$ cat config.mk
export PLATFORM = sky130hd
export DESIGN_NAME = key_debounce
export DESIGN_NICKNAME = d
export VERILOG_FILES = /design/src/rtl/key_debounce.sv
export SDC_FILE = /design/constraint.sdc
export NUM_CORES = 1
export LEC_CHECK = 0
export ABC_AREA = 1
export CAP_MARGIN = 5
export CORE_UTILIZATION = 60
export CTS_BUF_LIST = sky130_fd_sc_hd__clkbuf_16
export CTS_CLUSTER_DIAMETER = 60
export DETAILED_ROUTE_END_ITERATION = 8
export PLACE_DENSITY = 0.77
export SYNTH_ARGS = -nofsm -noshare
export SYNTH_HDL_FRONTEND = slang
export SYNTH_SLANG_ARGS = --single-unit
$ cat constraint.sdc
create_clock -name clk -period 2.32 [get_ports clk]
set_clock_uncertainty 0.2 [all_clocks]
set_input_delay 0.464 -clock clk [delete_from_list [all_inputs] [get_ports clk]]
set_output_delay 0.464 -clock clk [all_outputs]
set_load 0.01 [all_outputs]
$ cat src/rtl/key_debounce.sv
// -----------------------------------------------------------------------------
// key_debounce
//   Multi-channel key debouncer. Each raw key level is brought into the clk
//   domain through a two-flop synchronizer. A per-channel four-state FSM then
//   accepts a level change only after it has been stable for TIMEOUT cycles.
//
// Optional feature (compile-time macro):
//   KEY_DEBOUNCE_LONG_PRESS_EN - when defined, each channel also gets a hold
//   counter. key_long pulses once when a key has been held for LONG_TIMEOUT
//   cycles after its debounced press. When undefined, key_long is tied to 0
//   and no hold logic exists.
//
// Parameters:
//   N            number of independent key channels
//   TIMEOUT      debounce stability window in clk cycles (1 .. 2^32-1)
//   LONG_TIMEOUT long-press hold threshold in clk cycles (1 .. 2^32-1)
//
// Ports:
//   clk          sole clock, rising edge
//   reset        asynchronous, active-low reset
//   key_in       raw asynchronous key levels, 1 = pressed
//   key_state    debounced key level (registered)
//   key_press    one-cycle pulse per debounced press
//   key_release  one-cycle pulse per debounced release
//   key_long     one-cycle pulse when a held key reaches LONG_TIMEOUT
// -----------------------------------------------------------------------------
module key_debounce #(
  parameter int          N            = 6,
  parameter logic [31:0] TIMEOUT      = 32'h05,
  parameter logic [31:0] LONG_TIMEOUT = 32'h20
) (
  input  logic         clk,
  input  logic         reset,
  input  logic [N-1:0] key_in,
  output logic [N-1:0] key_state,
  output logic [N-1:0] key_press,
  output logic [N-1:0] key_release,
  output logic [N-1:0] key_long
);

  localparam logic [31:0] TIMEOUT_LAST = TIMEOUT - 32'd1;

  typedef enum logic [1:0] {UP, DEB_DN, DOWN, DEB_UP} state_t;

  // A zero window would make the counter compare wrap to 2^32-1.
  if (TIMEOUT == 32'd0 || LONG_TIMEOUT == 32'd0) begin : g_bad_param
    $error("key_debounce: TIMEOUT and LONG_TIMEOUT must be at least 1");
  end

  logic [N-1:0] sync1_reg;
  logic [N-1:0] sync2_reg;
  logic [N-1:0] key_sync;

  always_ff @(posedge clk or negedge reset) begin
    if (!reset) begin
      sync1_reg <= '0;
      sync2_reg <= '0;
    end else begin
      sync1_reg <= key_in;
      sync2_reg <= sync1_reg;
    end
  end

  assign key_sync = sync2_reg;

  for (genvar gi = 0; gi < N; gi++) begin : g_chan
    state_t      state_reg, state_next;
    logic [31:0] cnt_reg, cnt_next;
    logic        level_reg, level_next;
    logic        press_reg, press_next;
    logic        release_reg, release_next;

    always_ff @(posedge clk or negedge reset) begin
      if (!reset) begin
        state_reg   <= UP;
        cnt_reg     <= '0;
        level_reg   <= 1'b0;
        press_reg   <= 1'b0;
        release_reg <= 1'b0;
      end else begin
        state_reg   <= state_next;
        cnt_reg     <= cnt_next;
        level_reg   <= level_next;
        press_reg   <= press_next;
        release_reg <= release_next;
      end
    end

    always_comb begin
      state_next   = state_reg;
      cnt_next     = cnt_reg;
      level_next   = level_reg;
      press_next   = 1'b0;
      release_next = 1'b0;
      case (state_reg)
        UP: begin
          if (key_sync[gi]) begin
            state_next = DEB_DN;
            cnt_next   = '0;
          end
        end
        DEB_DN: begin
          if (!key_sync[gi]) begin
            state_next = UP;
          end else if (cnt_reg == TIMEOUT_LAST) begin
            state_next = DOWN;
            level_next = 1'b1;
            press_next = 1'b1;
          end else begin
            cnt_next = cnt_reg + 32'd1;
          end
        end
        DOWN: begin
          if (!key_sync[gi]) begin
            state_next = DEB_UP;
            cnt_next   = '0;
          end
        end
        DEB_UP: begin
          if (key_sync[gi]) begin
            state_next = DOWN;
          end else if (cnt_reg == TIMEOUT_LAST) begin
            state_next   = UP;
            level_next   = 1'b0;
            release_next = 1'b1;
          end else begin
            cnt_next = cnt_reg + 32'd1;
          end
        end
        default: state_next = UP;
      endcase
    end

    assign key_state[gi]   = level_reg;
    assign key_press[gi]   = press_reg;
    assign key_release[gi] = release_reg;

`ifdef KEY_DEBOUNCE_LONG_PRESS_EN
    localparam logic [31:0] LONG_LAST = LONG_TIMEOUT - 32'd1;

    logic [31:0] hold_reg, hold_next;
    logic        long_reg, long_next;

    always_ff @(posedge clk or negedge reset) begin
      if (!reset) begin
        hold_reg <= '0;
        long_reg <= 1'b0;
      end else begin
        hold_reg <= hold_next;
        long_reg <= long_next;
      end
    end

    // The hold count restarts only on a debounced press. A release bounce
    // (DEB_UP back to DOWN) keeps the count, so a saturated counter cannot
    // produce a second long pulse without a real release and new press.
    always_comb begin
      hold_next = hold_reg;
      long_next = 1'b0;
      if (press_next) begin
        hold_next = '0;
      end else if ((state_reg == DOWN || state_reg == DEB_UP) &&
                   hold_reg != LONG_TIMEOUT) begin
        hold_next = hold_reg + 32'd1;
        long_next = (hold_reg == LONG_LAST);
      end
    end

    assign key_long[gi] = long_reg;
`else
    assign key_long[gi] = 1'b0;
`endif
  end

endmodule

# Word-level counts from Yosys, hierarchy flattened
# Cells that the tools add are included.
# totals
output_inout_bits	24
register_bits	234
input_bits	8
# op_classes
n_mux	138
n_addsub	6
reduce_logical	30
eq_ne	72
# op_table
op	count
32-bit 2-to-1 mux	30
32-bit one-hot mux with 4 select lines	6
32-bit by 1-bit adder with 32-bit output, second input constant	6
32-bit by 3-bit equality test with 1-bit output, second input constant	6
2-bit 2-to-1 mux	36
2-bit != test, second input constant	36
1-bit 2-to-1 mux	54
2-bit one-hot mux with 4 select lines	6
4-bit AND reduction	12
3-bit != test, second input constant	12
5-bit AND reduction	6
2-bit equality test, second input constant	12
2-bit by 1-bit equality test with 1-bit output, second input constant	6
2-bit zero test	6
1-bit one-hot mux with 2 select lines	6
2-bit nonzero test	6

# Logic depth before layout (Yosys ltp)
# Gate-level depths: netlist (run 1).
# logic_depth
word_depth	4
depth_mapped	14
mapped_depth_nobuf	13

# Worst setup path after synthesis (run 1)
# OpenSTA, ideal clock, no wires.
# synth_timing
path_kind	reg2reg
start	register g_chan[2].cnt_reg[0]
end	register g_chan[2].cnt_reg[14]
setup_time_ns	0.117
slack_ns	0.448
t_arrival_ns	1.555
path_buffers	1
required_ns	2.003
stages_incl_launch_ff	13
cell_sequence	dfrtp_1 > inv_1 > ha_1 > inv_1 > nor2_1 > nand2_1 > nor2_1 > nand4_2 > nand2_2 > inv_1 > buf_2 > nand2_1 > nand2_1
# synth_via
elab_chain_len	4
elab_cells_between_ends	6
classes_between	1 x add/sub; 1 x eq/ne; 4 x mux
# synth_lines
item	line	text
start, declared	68	logic [31:0] cnt_reg, cnt_next;
start signal, assigned	82	cnt_reg <= cnt_next;
32-bit by 1-bit adder with 32-bit output or 32-bit by 3-bit equality test with 1-bit output (tied branches)	n/a	
32-bit 2-to-1 mux (*)	105, 122	
32-bit 2-to-1 mux (on tied branches)	120, 103	
32-bit one-hot mux with 4 select lines (*)	95	case (state_reg)
# Mark *: on every way between the ends. The rest lies on a longest branch, timed or not. The select of a mux whose other input is x is not followed.
# A chain may end at the register's enable or synchronous reset.

# Worst setup path after layout (run 1)
# layout_timing
start	register g_chan[2].cnt_reg[0]
end	register g_chan[2].cnt_reg[28]
# The elaborated chain is that of the path after synthesis.

==> run_results.csv, run 1 <==
group,metric,value,unit
run_status,status,"completed",
sta,worstMarginPinSlew,0.581,ns
drt,dr.pass1.iters,7,
min_path,hold_class,"register to register",
drt,remaining_drc_errors,0,
layout,fillers,2242,
global_route,grt_max_degree,58,
layout,multiInputGateArea,8330,µm²
sta,tns,0,ns
sta,finalSetupViolations,0,
floorplan,start_util,61.4,%
global_route,grt_pass1_vias,13900,
drt,top_layer,"met4",
setup_path,path_class,"register to register",
layout,regArea,5860,µm²
clock_tree,path_clk_slew,0.05,ns
run,maxCapViolCount,0,
global_route,grt_antenna_before_repair,0,
floorplan,num_io_pins,32,
layout,final_util,68.8,%
pwr,vdd_ir_drop_max,0.754,mV
layout,final_cell_mix,"nand2_1, nor2_1, nand3_1",
drt,via_count,15100,
clock_tree,cts_tree,"yes",
min_path,hold_depth,0,
sta,timing.fmax,0.465,GHz
drt,antenna_left,0,
layout,final_common_cell,"nand2_1",
layout,antenna_cells,0,
floorplan,coreArea,25300,µm²
clock_tree,cts_buffers,34,
setup_path,required,2.55,ns
layout,area_growth,12.0,%
floorplan,die_width,163,µm
synth,synth_area_per_cell,6.27,µm²
placed_design,dpl-instance-area,16100,µm²
drt,wl_per_cell,13.6,µm
clock_tree,clock_path_buffers,3,
floorplan,die_y,163,µm
min_path,hp-start,"sync1_reg[4]",
sta,hold_viol_final,0,
synth,synth-seq-cells,234,
clock_tree,postCtsSetupRepairBufs,0,
clock_tree,insertion_delay,0.51,ns
setup_path,r2r_cells,9,
global_route,grt_pass1_wl,66.1,mm
setup_path,startpoint_type,"register",
global_route,grt_usage,30.2,%
drt,wl_met2,17.2,mm
drt,route.met3.wl,2.43,mm
sta,drv_slew,0,
placed_design,place_hpwl,27.8,mm
synth,async_flop_share,100,%
pwr,leakage,7.54,nW
clock_tree,cts.htree.levels,2,
sta,fin_crit_sh,92.7,%
synth,ys.flop_type,"dfrtp_1",
drt,wl_met1,18.4,mm
synth,yosysWarnings,0,
synth,ys_types,30,
drt,routed_wl,38.7,mm
setup_path,cp_data_arrival_time,2.38,ns
layout,largest_reg_flops,192,
placed_design,numPortBuffers,25,
synth,syn_inst,2473,
floorplan,num_rows,58,
clock_tree,clock-root-buffer,"clkbuf_16",
setup_path,startpoint,"g_chan[2].cnt_reg[0]",
layout,layout-drive-gt1-share,5.07,%
sta,max_slew_margin,61.3,%
clock_tree,clock-sinks,234,
layout,fin_area,17400,µm²
synth,synth_edf_count,0,
floorplan,die-area,26500,µm²
setup_path,crit_fanout,7,
synth,syn_area,15500,µm²
global_route,grt-ovfl-total,0,
drt,detail_route.vias_per_cell,5.31,
sta,grt_setup_unrepaired,"no",
pwr,powerDensity,740,nW/µm²
setup_path,r2r-start,"g_chan[2].cnt_reg[0]",
synth,ys_seq_area_share,37.7,%
layout,final_nets,2519,
drt,drt_iter0_drc,1381,
placed_design,globalplace.congestion,0.932,
sta,min_period,2.15,ns
setup_path,end_kind,"register",
## synthesized netlist by cell type, types with 12 or more instances
master,n,area share [%]
nand2_1,919,22
nor2_1,473,11
nand3_1,255,8.2
dfrtp_1,234,38
inv_1,225,5.4
o21ai_0,134,4.3
buf_4,34,1.6
xor2_1,31,1.7
o21ai_1,18,0.58
nand4_1,17,0.69
buf_2,15,0.48
clkbuf_1,14,0.34
o21bai_1,13,0.63
ha_1,12,0.97
xnor2_1,12,0.68
## critical path: stages (launching register included)
cell and delay [ns]:
dfrtp_1 0.45, ha_1 0.29, inv_1 0.12, nor2_2 0.28, inv_1 0.08, nor2_1 0.25, nand2_1 0.11, nand2_1 0.08
nand3_1 0.07, o21ai_0 0.14
## worst paths after layout
kind,endpoint,slack [ns]
setup / recovery,g_chan[2].cnt_reg[28],0.17
hold / removal,key_sync[4],0.14
setup reg to reg,g_chan[2].cnt_reg[28],0.17
hold reg to reg,key_sync[4],0.14
max in group asynchronous,g_chan[2].cnt_reg[4],1.01
min in group asynchronous,g_chan[5].press_reg,0.27
## final cells by class
class	count	share of cell area, %
Multi-Input combinational cell	1933	48.0
Sequential cell	234	33.7
Clock buffer	37	5.33
Inverter	235	5.09
Timing Repair Buffer	61	4.13
Tap cell	330	2.38
Clock inverter	23	1.40
## cells by family (layout without fill, tap and decap cells)
logic type	Yosys count	after routing	synth area share (%)
AND/OR/NAND/NOR	1703	1703	44.2
flip-flops	234	234	37.7
XOR/XNOR	43	43	2.43
other	1	6	0.0242
adder cells (fa/ha/maj)	12	12	0.968
buffers and inverters	311	356	8.95
AO/OA/AOI/OAI	169	169	5.68
## power breakdown
group	internal (mW)	total [mW]	switching, mW
clock network	3.36	5.34	1.99
registers	4.35	4.63	0.281
logic	0.860	2.88	2.02
total	8.56	12.9	4.29
## per-stage QoR
stage	hold WS, ns	power, mW	setup slack (ns)	instances
2_1_floorplan	-0.0316	6.66	0.448	2478
6_report	0.144	12.9	0.169	2853
3_3_place_gp	0.134	7.34	0.178	2790
4_1_cts	0.147	12.8	0.0993	2851
3_5_place_dp	0.135	7.42	0.121	2790
5_1_grt	0.151	13.5	0.00253	2853
## per-layer routing
metal  GRT usage (%)  up-vias
li1                -     7738
met1            44.0     6917
met2            47.8      433
met3            3.90       61
met4            6.97        0
met5               0        -
## what timing repair did
action | 4_1_cts | 5_1_grt
setup endpoints to repair | 0 | 38
hold buffers | 1 | 0
resized for setup | 0 | 12
hold endpoints to repair | 44 | 0
Power figures use the tool's default switching activity.
==> inputs of run 2 (changes only) <==
- CORE_ASPECT_RATIO: not set -> 2
- CORE_MARGIN: not set -> 3
- clock period: 2.32 -> 2 ns (I/O delays scaled with it)
==> run_results.csv, run 2 (synthesis gave the netlist of run 1 again) <==
group,metric,value,unit
global_route,grt_usage,32.1,%
setup_path,required,2.23,ns
setup_path,worst_path_largest_cell_delay,0.38,ns
clock_tree,clock-sinks,234,
setup_path,startpoint,"g_chan[4].cnt_reg[10]",
floorplan,coreArea,25200,µm²
pwr,vdd_ir_drop_max,0.867,mV
layout,final_cell_mix,"nand2_1, nor2_1, nand3_1",
setup_path,crit_buf_inv,2,
global_route,grt-ovfl-total,0,
layout,layout-drive-gt1-share,11.5,%
min_path,hp-start,"key_in[1]",
drt,detail_route.vias_per_cell,5.38,
setup_path,path_class,"register to register",
drt,dr.pass1.iters,6,
setup_path,cp_data_arrival_time,2.22,ns
placed_design,place_hpwl,34.1,mm
placed_design,pre_cts_slack,-0.114,ns
drt,remaining_drc_errors,0,
run,maxCapViolCount,0,
run_status,status,"completed",
drt,drt_iter0_drc,949,
clock_tree,cts.htree.levels,1,
sta,timing.fmax,0.503,GHz
min_path,hold_class,"input port to register",
pwr,powerDensity,766,nW/µm²
floorplan,num_rows,82,
setup_path,cpMaxStageDelayCell,"dfrtp_1",
layout,area_growth,17.8,%
setup_path,cpLargestDelayFamily,"simple AND/OR/NAND/NOR gates",
global_route,grt_pass1_wl,73.0,mm
layout,antenna_cells,0,
layout,largest_reg_flops,192,
floorplan,die-area,27900,µm²
sta,fin_crit_sh,99.4,%
sta,drv_slew,0,
setup_path,end_kind,"register",
drt,routed_wl,45.4,mm
floorplan,start_util,61.5,%
pwr,leakage,8.19,nW
sta,fin_ws,0.0110,ns
global_route,grt_max_degree,53,
sta,hold_viol_final,0,
clock_tree,clock_path_buffers,3,
global_route,grt_pass1_vias,15600,
floorplan,die_width,120,µm
layout,final_util,72.4,%
clock_tree,cts_tree,"yes",
sta,finalSetupViolations,0,
global_route,grt_antenna_before_repair,0,
layout,final_common_cell,"nand2_1",
placed_design,globalplace.congestion,0.995,
pwr,total_power,14.0,mW
layout,fillers,2244,
layout,final_nets,2650,
clock_tree,path_clk_slew,0.07,ns
setup_path,r2r-start,"g_chan[4].cnt_reg[10]",
placed_design,numPortBuffers,25,
floorplan,die_y,233,µm
setup_path,startpoint_type,"register",
sta,grt_setup_unrepaired,"yes",
drt,antenna_left,0,
setup_path,crit_fanout,15,
setup_path,path_cells,"nor2_1, nand3_1, nor2_1, nand2_1, nor2_2, inv_2, nand2_8, clkbuf_16, nand2_1, o21ai_0",
clock_tree,clock-root-buffer,"clkbuf_16",
floorplan,num_io_pins,32,
sta,min_period,1.99,ns
clock_tree,insertion_delay,0.55,ns
clock_tree,cts_buffers,24,
drt,via_count,16100,
drt,wl_per_cell,15.2,µm
-- run 2: worst paths after layout --
check	end	slack, ns	depth (start not counted)
max in group asynchronous	g_chan[1].cnt_reg[15]	0.85	3
hold reg to reg	key_sync[2]	0.15	0
setup reg to reg	g_chan[4].cnt_reg[21]	0.01	10
min in group asynchronous	g_chan[1].cnt_reg[20]	0.11	2
setup / recovery	g_chan[4].cnt_reg[21]	0.01	10
hold / removal	sync1_reg[1]	0.07	1
-- run 2: cell type report --
| type | count | area (µm²) | share of cell area [%] |
|---|---|---|---|
| Inverter | 235 | 898 | 4.91 |
| Clock buffer | 25 | 626 | 3.42 |
| Clock inverter | 17 | 121 | 0.664 |
| Timing Repair Buffer | 202 | 1860 | 10.2 |
| Tap cell | 336 | 420 | 2.30 |
| Multi-Input combinational cell | 1933 | 8500 | 46.5 |
| Sequential cell | 234 | 5860 | 32.1 |
-- run 2: routing by layer --
layer / track usage, % / wire length (µm) / up-vias
met3: 2.93 / 1530 / 199
met1: 31.0 / 15500 / 7377
met2: 63.0 / 25100 / 477
li1: - / - / 8001
met4: 21.5 / 3320 / 0
met5: 0 / 0 / -
-- run 2: timing repair --
item                                    4_1_cts  5_1_grt
cloned                                        0        6
buffers inserted                              0        5
hold buffers                                  1        0
pin swaps                                     0       10
resized for setup                            26       73
hold endpoints to repair                    234        0
endpoints found under the setup margin       60      126
-- run 2: worst register-to-register path, cell delays in order, from the launching register on --
cell,delay (ns)
dfrtp_1,0.38
nor2_1,0.10
nand3_1,0.07
nor2_1,0.28
nand2_1,0.11
nor2_2,0.16
inv_2,0.08
nand2_8,0.13
clkbuf_16,0.19
nand2_1,0.05
o21ai_0,0.11
-- run 2: power breakdown --
| group | switching [mW] | total, mW | internal, mW |
|---|---|---|---|
| registers | 0.285 | 5.33 | 5.04 |
| logic | 2.74 | 4.27 | 1.52 |
| clock network | 2.01 | 4.42 | 2.40 |
-- run 2: metrics by stage --
step | area [µm²] | hold slack (ns) | setup TNS, ns | instances
finish | 18300 | 0.0740 | 0 | 2982
global route | 18300 | 0.0770 | -1.50 | 2982
CTS | 17900 | 0.0619 | 0 | 2971
detailed placement | 17100 | 0.0859 | -1.50 | 2928
floorplan | 15500 | -0.0956 | 0 | 2478
global placement | 17100 | 0.0890 | -0.417 | 2928
